$ cat config.mk
export PLATFORM = sky130hd
export DESIGN_NAME = glm_axi_read_engine
export DESIGN_NICKNAME = d
export VERILOG_FILES = /design/src/rtl/glm_axi_read_engine.sv
export SDC_FILE = /design/constraint.sdc
export NUM_CORES = 1
export LEC_CHECK = 0
export CAP_MARGIN = 20
export CELL_PAD_IN_SITES_DETAIL_PLACEMENT = 1
export CELL_PAD_IN_SITES_GLOBAL_PLACEMENT = 2
export CORE_AREA = 2 2 469 471
export DETAILED_ROUTE_END_ITERATION = 16
export DIE_AREA = 0 0 471 473
export PLACE_DENSITY_LB_ADDON = 0.15
export SYNTH_ARGS = -nofsm -noshare
export SYNTH_HDL_FRONTEND = slang
export SYNTH_SLANG_ARGS = --single-unit
$ cat constraint.sdc
create_clock -name ap_clk -period 4.5 [get_ports ap_clk]
set_input_delay 0.9 -clock ap_clk [delete_from_list [all_inputs] [get_ports ap_clk]]
set_output_delay 0.9 -clock ap_clk [all_outputs]
set_load 0.01 [all_outputs]
$ cat src/rtl/glm_axi_read_engine.sv
// Splits line-granular read requests into 4 KiB-safe AXI4 INCR bursts, capped in flight; AR valid the cycle after acceptance.
// R beats pass straight through (zero latency); out_ready drives RREADY, ARVALID holds until ARREADY.
module glm_axi_read_engine #(
  parameter int C_M_AXI_GMEM_ADDR_WIDTH = 42,
  parameter int C_M_AXI_GMEM_DATA_WIDTH = 512,
  parameter int C_M_AXI_GMEM_ID_WIDTH   = 1,
  parameter int MAX_BURST_BEATS         = 64,
  parameter int MAX_OUTSTANDING         = 8
) (
  input  logic                                 ap_clk,
  input  logic                                 ap_rst,
  input  logic                                 req_valid,
  output logic                                 req_ready,
  input  logic [C_M_AXI_GMEM_ADDR_WIDTH-1:0]   req_addr,
  input  logic [31:0]                          req_lines,
  output logic                                 m_axi_gmem_ARVALID,
  input  logic                                 m_axi_gmem_ARREADY,
  output logic [C_M_AXI_GMEM_ADDR_WIDTH-1:0]   m_axi_gmem_ARADDR,
  output logic [C_M_AXI_GMEM_ID_WIDTH-1:0]     m_axi_gmem_ARID,
  output logic [7:0]                           m_axi_gmem_ARLEN,
  output logic [2:0]                           m_axi_gmem_ARSIZE,
  output logic [1:0]                           m_axi_gmem_ARBURST,
  output logic                                 m_axi_gmem_ARLOCK,
  output logic [3:0]                           m_axi_gmem_ARCACHE,
  output logic [2:0]                           m_axi_gmem_ARPROT,
  output logic [3:0]                           m_axi_gmem_ARQOS,
  output logic [3:0]                           m_axi_gmem_ARREGION,
  input  logic                                 m_axi_gmem_RVALID,
  output logic                                 m_axi_gmem_RREADY,
  input  logic [C_M_AXI_GMEM_DATA_WIDTH-1:0]   m_axi_gmem_RDATA,
  input  logic                                 m_axi_gmem_RLAST,
  input  logic [C_M_AXI_GMEM_ID_WIDTH-1:0]     m_axi_gmem_RID,
  input  logic [1:0]                           m_axi_gmem_RRESP,
  output logic                                 out_valid,
  input  logic                                 out_ready,
  output logic [C_M_AXI_GMEM_DATA_WIDTH-1:0]   out_data,
  output logic                                 out_last,
  output logic                                 busy,
  output logic                                 err
);

  localparam int         AW        = C_M_AXI_GMEM_ADDR_WIDTH;
  localparam logic [6:0] MAX_BEATS = 7'(MAX_BURST_BEATS);
  localparam logic [7:0] MAX_OUT   = 8'(MAX_OUTSTANDING);

  typedef enum logic [1:0] {IDLE, ISSUE, DRAIN} state_t;

  state_t          state_q;
  logic [AW-1:0]   addr_q;
  logic [31:0]     remaining_q;
  logic [31:0]     total_q;
  logic [31:0]     rcv_q;
  logic [7:0]      outstanding_q;
  logic [6:0]      beats_q;
  logic            arvalid_q;
  logic            err_q;

  logic            ar_hs;
  logic            r_hs;
  logic            rlast_hs;
  logic [AW-1:0]   addr_d;
  logic [31:0]     remaining_d;
  logic [31:0]     rcv_d;
  logic [7:0]      outstanding_d;
  logic            unused_ok;

  // Largest burst that fits the remaining lines, the burst cap and the current 4 KiB page.
  function automatic logic [6:0] calc_beats(input logic [5:0] line_off, input logic [31:0] rem);
    logic [6:0] b;
    logic [6:0] to_page;
    to_page = 7'd64 - {1'b0, line_off};
    b = (to_page < MAX_BEATS) ? to_page : MAX_BEATS;
    if (rem < {25'd0, b}) b = rem[6:0];
    return b;
  endfunction

  assign ar_hs       = arvalid_q & m_axi_gmem_ARREADY;
  assign r_hs        = m_axi_gmem_RVALID & out_ready;
  assign rlast_hs    = r_hs & m_axi_gmem_RLAST;
  assign addr_d      = addr_q + AW'({beats_q, 6'b0});
  assign remaining_d = remaining_q - {25'd0, beats_q};
  assign rcv_d       = rcv_q + {31'd0, r_hs};

  always_comb begin
    outstanding_d = outstanding_q;
    if (ar_hs && !rlast_hs)      outstanding_d = outstanding_q + 8'd1;
    else if (!ar_hs && rlast_hs) outstanding_d = outstanding_q - 8'd1;
  end

  always_ff @(posedge ap_clk) begin
    if (ap_rst) begin
      state_q       <= IDLE;
      addr_q        <= '0;
      remaining_q   <= '0;
      total_q       <= '0;
      rcv_q         <= '0;
      outstanding_q <= '0;
      beats_q       <= '0;
      arvalid_q     <= 1'b0;
      err_q         <= 1'b0;
    end else begin
      outstanding_q <= outstanding_d;
      rcv_q         <= rcv_d;
      if (r_hs && (m_axi_gmem_RRESP != 2'b00)) err_q <= 1'b1;
      case (state_q)
        IDLE: begin
          if (req_valid) begin
            addr_q      <= {req_addr[AW-1:6], 6'b0};
            remaining_q <= req_lines;
            total_q     <= req_lines;
            rcv_q       <= '0;
            err_q       <= 1'b0;
            beats_q     <= calc_beats(req_addr[11:6], req_lines);
            if (req_lines == 32'd0) begin
              state_q <= DRAIN;
            end else begin
              state_q   <= ISSUE;
              arvalid_q <= 1'b1;
            end
          end
        end
        ISSUE: begin
          // ARVALID mirrors the registered outstanding count, so a freed slot shows up one cycle later.
          if (ar_hs) begin
            addr_q      <= addr_d;
            remaining_q <= remaining_d;
            beats_q     <= calc_beats(addr_d[11:6], remaining_d);
            if (remaining_d == 32'd0) begin
              state_q   <= DRAIN;
              arvalid_q <= 1'b0;
            end else begin
              arvalid_q <= (outstanding_d < MAX_OUT);
            end
          end else if (!arvalid_q) begin
            arvalid_q <= (outstanding_d < MAX_OUT);
          end
        end
        DRAIN: begin
          if (rcv_d == total_q) state_q <= IDLE;
        end
        default: state_q <= IDLE;
      endcase
    end
  end

  assign req_ready           = (state_q == IDLE) && !ap_rst;
  assign busy                = (state_q != IDLE);
  assign err                 = err_q;

  assign m_axi_gmem_ARVALID  = arvalid_q;
  assign m_axi_gmem_ARADDR   = addr_q;
  assign m_axi_gmem_ARLEN    = 8'(beats_q) - 8'd1;
  assign m_axi_gmem_ARID     = '0;
  assign m_axi_gmem_ARSIZE   = 3'b110;
  assign m_axi_gmem_ARBURST  = 2'b01;
  assign m_axi_gmem_ARLOCK   = 1'b0;
  assign m_axi_gmem_ARCACHE  = 4'b0011;
  assign m_axi_gmem_ARPROT   = 3'b000;
  assign m_axi_gmem_ARQOS    = 4'b0000;
  assign m_axi_gmem_ARREGION = 4'b0000;

  assign out_valid           = m_axi_gmem_RVALID;
  assign m_axi_gmem_RREADY   = out_ready;
  assign out_data            = m_axi_gmem_RDATA;
  assign out_last            = m_axi_gmem_RVALID && (rcv_q == total_q - 32'd1);

  // A single ID is used, so RID carries no information; address bits [5:0] are ignored.
  assign unused_ok = &{1'b0, m_axi_gmem_RID, req_addr[5:0]};

endmodule

==> impl_metrics.env <==
export IMPL_synth_top_area_cell="buf_4"
export IMPL_core_area_sq_um=218000
export IMPL_path_class="reg -> out"
export IMPL_end_kind="primary output"
export IMPL_wire_per_inst_um=18.2
export IMPL_yosys_warnings=0
export IMPL_yosysSeqAreaShare=0.200
export IMPL_hold_depth=2
export IMPL_arrival_ns=3.36
export IMPL_dpl_hpwl_um=67100
export IMPL_fp_row_count=172
export IMPL_grt_pass1_wl_um=115000
export IMPL_wirelength_um=83300
export IMPL_cpPeakStageDelay_ns=0.57
export IMPL_slew_headroom=0.423
export IMPL_final_net_count=2333
export IMPL_worstSetupEndpoint="out_last"
export IMPL_grt_antenna_before_repair=19
export IMPL_vias=12900
export IMPL_whs_ns=0.463
export IMPL_hold_viol=0
export IMPL_syn_inst=2042
export IMPL_worstMarginPinSlew_ns=0.863
export IMPL_setup_tns_ns=0
export IMPL_cts_sinks=151
export IMPL_synthArstFlopShare=0
export IMPL_netlist_area_sq_um=15100
export IMPL_period_minus_slack_ns=4.26
export IMPL_antenna_left=0
export IMPL_hold_path_class="reg -> reg"
export IMPL_die_w_um=471
export IMPL_synth_flop_cell="dfxtp_1"
export IMPL_grt_total_usage=0.0730
export IMPL_clock_skew_ns=0.0152
export IMPL_fin_ws_ns=0.239
export IMPL_cts_hold_buffers=0
export IMPL_clock_latency_ns=0.50
export IMPL_reg2reg_setup_slack_ns=0.31
export IMPL_io_buffers=127
export IMPL_finalSetupViolations=0
export IMPL_first_iter_violations=524
export IMPL_cts_buffer_depth=2
export IMPL_yosys_register_bits=151
export IMPL_finalMaxSlewViolations=0
export IMPL_fmax_mhz=235
export IMPL_timing_rr_end="beats_q[2]"
export IMPL_max_vdd_ir_drop_mv=0.322
export IMPL_first_global_vias=13900
export IMPL_grt_max_degree=108
export IMPL_cts_made_buffers=17
export IMPL_h_tree_depth=4
export IMPL_slowest_stage="or4_4"
export IMPL_power_density_nw_per_um2=284
export IMPL_globalRouteOverflowTotal=0
export IMPL_drcViolationCount=0
export IMPL_gp_congestion=0.694
export IMPL_syn_to_final_growth_pct=14.7
export IMPL_drive_above_1_share=0.123
export IMPL_synth_top_area_frac=0.269
export IMPL_clk_pin_slew_ns=0.08
export IMPL_critPathMaxFanout=3
export IMPL_rr_startpoint="beats_q[0]"
export IMPL_via_per_inst=2.81
export IMPL_io_pins=1187
export IMPL_period_share=0.947
export IMPL_synth_distinct_cells=93
export IMPL_required_ns=3.60
export IMPL_status="completed"
export IMPL_firstDrtPassIters=4
export IMPL_dieArea_sq_um=223000
export IMPL_die_h_um=473
export IMPL_avgSynthCellArea_sq_um=7.42
export IMPL_critPathLaunchType="flop"
export IMPL_cts_tree="done"
export IMPL_leakage_nw=5.43
export IMPL_start_util=0.0694
export IMPL_drv_cap=0
export IMPL_path_cells="or4_4 -> nor3_4 -> and2_1 -> xnor2_1 -> o311ai_2 -> a2111oi_4 -> nand4_1 -> nor4_4 -> buf_6 -> buf_12"
export IMPL_netlist_top_cells_area="buf_4 27%, dfxtp_1 20%, nand2_1 4.5%"
export IMPL_cts_root_buf="clkbuf_16"
export IMPL_rsz0062_at_grt="false"
export IMPL_cp_startpoint="total_q[9]"
export IMPL_synth_edf_count=0
export IMPL_pre_cts_ws_ns=-0.525
export IMPL_reg2regPathDepth=16
==> layout make-up <==
type / count / area (sq um)
Antenna cell: 2 / 5.00
Clock buffer: 18 / 439
Clock inverter: 14 / 124
Fill cell: 26100 / 201000
Inverter: 56 / 210
Multi-Input combinational cell: 1229 / 7740
Sequential cell: 151 / 3030
Tap cell: 2871 / 3590
Timing Repair Buffer: 244 / 2230
==> report_power, final <==
part	internal (W)	switching, W
Clock	0.000777	0.000766
Combinational	0.000736	0.00110
Sequential	0.00142	0.000123
Total	0.00293	0.00199
==> state kept, by name, indices dropped and copies added, names as in the netlist <==
register and cells:
m_axi_gmem_ARADDR 36, rcv_q 32, remaining_q 32, total_q 32, outstanding_q 8, beats_q 7, state_q 2, err 1
m_axi_gmem_ARVALID 1
==> metal layers <==
metal	track usage	routed length, um	vias up	share of wire
li1	-	-	5837	-
met1	0.0904	37000	6158	0.44
met2	0.115	37100	537	0.45
met3	0.0208	5280	337	0.063
met4	0.0358	3770	14	0.045
met5	0.00411	184	-	0.0022
==> layout by cell type, fill, tap and decap left out, types with 10 or more instances in the layout <==
cell type | Yosys | final
and3_1 | 30 | 29
or3_1 | 11 | 11
o211ai_1 | 11 | 11
a21oi_1 | 98 | 98
nand2_1 | 180 | 178
nand3_1 | 39 | 37
mux2i_1 | 10 | 10
clkdlybuf4s50_1 | 0 | 125
xor2_1 | 41 | 40
a22oi_1 | 17 | 17
nand2b_1 | 11 | 11
a21o_1 | 11 | 11
xnor2_1 | 68 | 68
nor3_1 | 50 | 50
a211oi_1 | 27 | 27
nor2_1 | 177 | 173
o22ai_1 | 16 | 16
nor2b_1 | 13 | 13
a31oi_1 | 17 | 17
nand4_1 | 29 | 29
nor4_1 | 36 | 33
o21ai_0 | 68 | 68
and4_1 | 12 | 10
ha_1 | 36 | 35
or4_1 | 12 | 11
conb_1 | 2 | 28
dfxtp_1 | 151 | 148
a311oi_1 | 11 | 11
buf_4 | 543 | 111
inv_1 | 56 | 56
and2_1 | 13 | 13
clkbuf_16 | 0 | 17
==> Yosys cell counts (5+ instances only) <==
| cell | number |
|---|---|
| or3_1 | 11 |
| a22oi_1 | 17 |
| nand4_1 | 29 |
| nor4_1 | 36 |
| clkbuf_1 | 73 |
| ha_1 | 36 |
| a31oi_1 | 17 |
| nor2b_1 | 13 |
| nor3_1 | 50 |
| xor2_1 | 41 |
| a311oi_1 | 11 |
| buf_4 | 543 |
| nand3b_1 | 7 |
| a211oi_1 | 27 |
| nor3b_1 | 10 |
| o211ai_1 | 11 |
| mux2i_1 | 10 |
| nand4b_1 | 5 |
| nand2_1 | 180 |
| a41oi_1 | 6 |
| a21o_1 | 11 |
| a221oi_1 | 5 |
| o21a_1 | 9 |
| o21ai_0 | 68 |
| o31a_1 | 6 |
| a211o_1 | 5 |
| o22ai_1 | 16 |
| o41ai_1 | 5 |
| a21oi_1 | 98 |
| and3_1 | 30 |
| nor2_1 | 177 |
| and4_1 | 12 |
| buf_2 | 8 |
| or2_2 | 5 |
| or4_1 | 12 |
| buf_1 | 5 |
| and2_1 | 13 |
| inv_1 | 56 |
| dfxtp_1 | 151 |
| nand2b_1 | 11 |
| nand3_1 | 39 |
| xnor2_1 | 68 |
| o31ai_1 | 9 |
==> worst min-delay path by stage <==
| stage | start | end |
|---|---|---|
| after floorplan | remaining_q[0] | remaining_q[0] |
| after global placement | remaining_q[0] | remaining_q[0] |
| after detailed placement | remaining_q[0] | remaining_q[0] |
| after CTS | remaining_q[0] | remaining_q[0] |
| after global routing | remaining_q[0] | remaining_q[0] |
| final | err | err |
==> metrics by stage <==
step	power, W	utilization	cell area (sq um)	std cells
after floorplan	0.00302	-	15200	2068
after global placement	0.00346	0.0763	16700	4550
after detailed placement	0.00346	0.0763	16700	4550
after CTS	0.00513	0.0794	17300	4583
after global routing	0.00533	0.0796	17400	4583
final	0.00492	0.0796	17400	4585
==> worst max-delay path: cells and delay by family (launching register included) <==
family	cells	cell delay (ns)
flip-flops	1	0.31
AO/OA/AOI/OAI	2	0.54
AND/OR/NAND/NOR	5	1.49
XOR/XNOR	1	0.23
buffers and inverters	2	0.28
==> what timing repair did <==
| action | in CTS | in global routing |
|---|---|---|
| gates resized for setup | 24 | 8 |
| pin swaps | 5 | 6 |
| setup endpoints to repair | 1 | 5 |
| setup buffers | 1 | 0 |
==> logic make-up (layout without fill, tap and decap cells) <==
| family | Yosys count | after routing | share of synthesized area |
|---|---|---|---|
| AND/OR/NAND/NOR | 663 | 663 | 0.219 |
| AO/OA/AOI/OAI | 375 | 375 | 0.166 |
| buffers and inverters | 688 | 332 | 0.307 |
| flip-flops | 151 | 151 | 0.200 |
| other | 2 | 30 | 0.000496 |
| XOR/XNOR | 111 | 111 | 0.0661 |
| multiplexers | 14 | 14 | 0.00958 |
| adder cells (fa/ha/maj) | 38 | 38 | 0.0324 |
No activity file was read; power rests on OpenSTA's default activity.
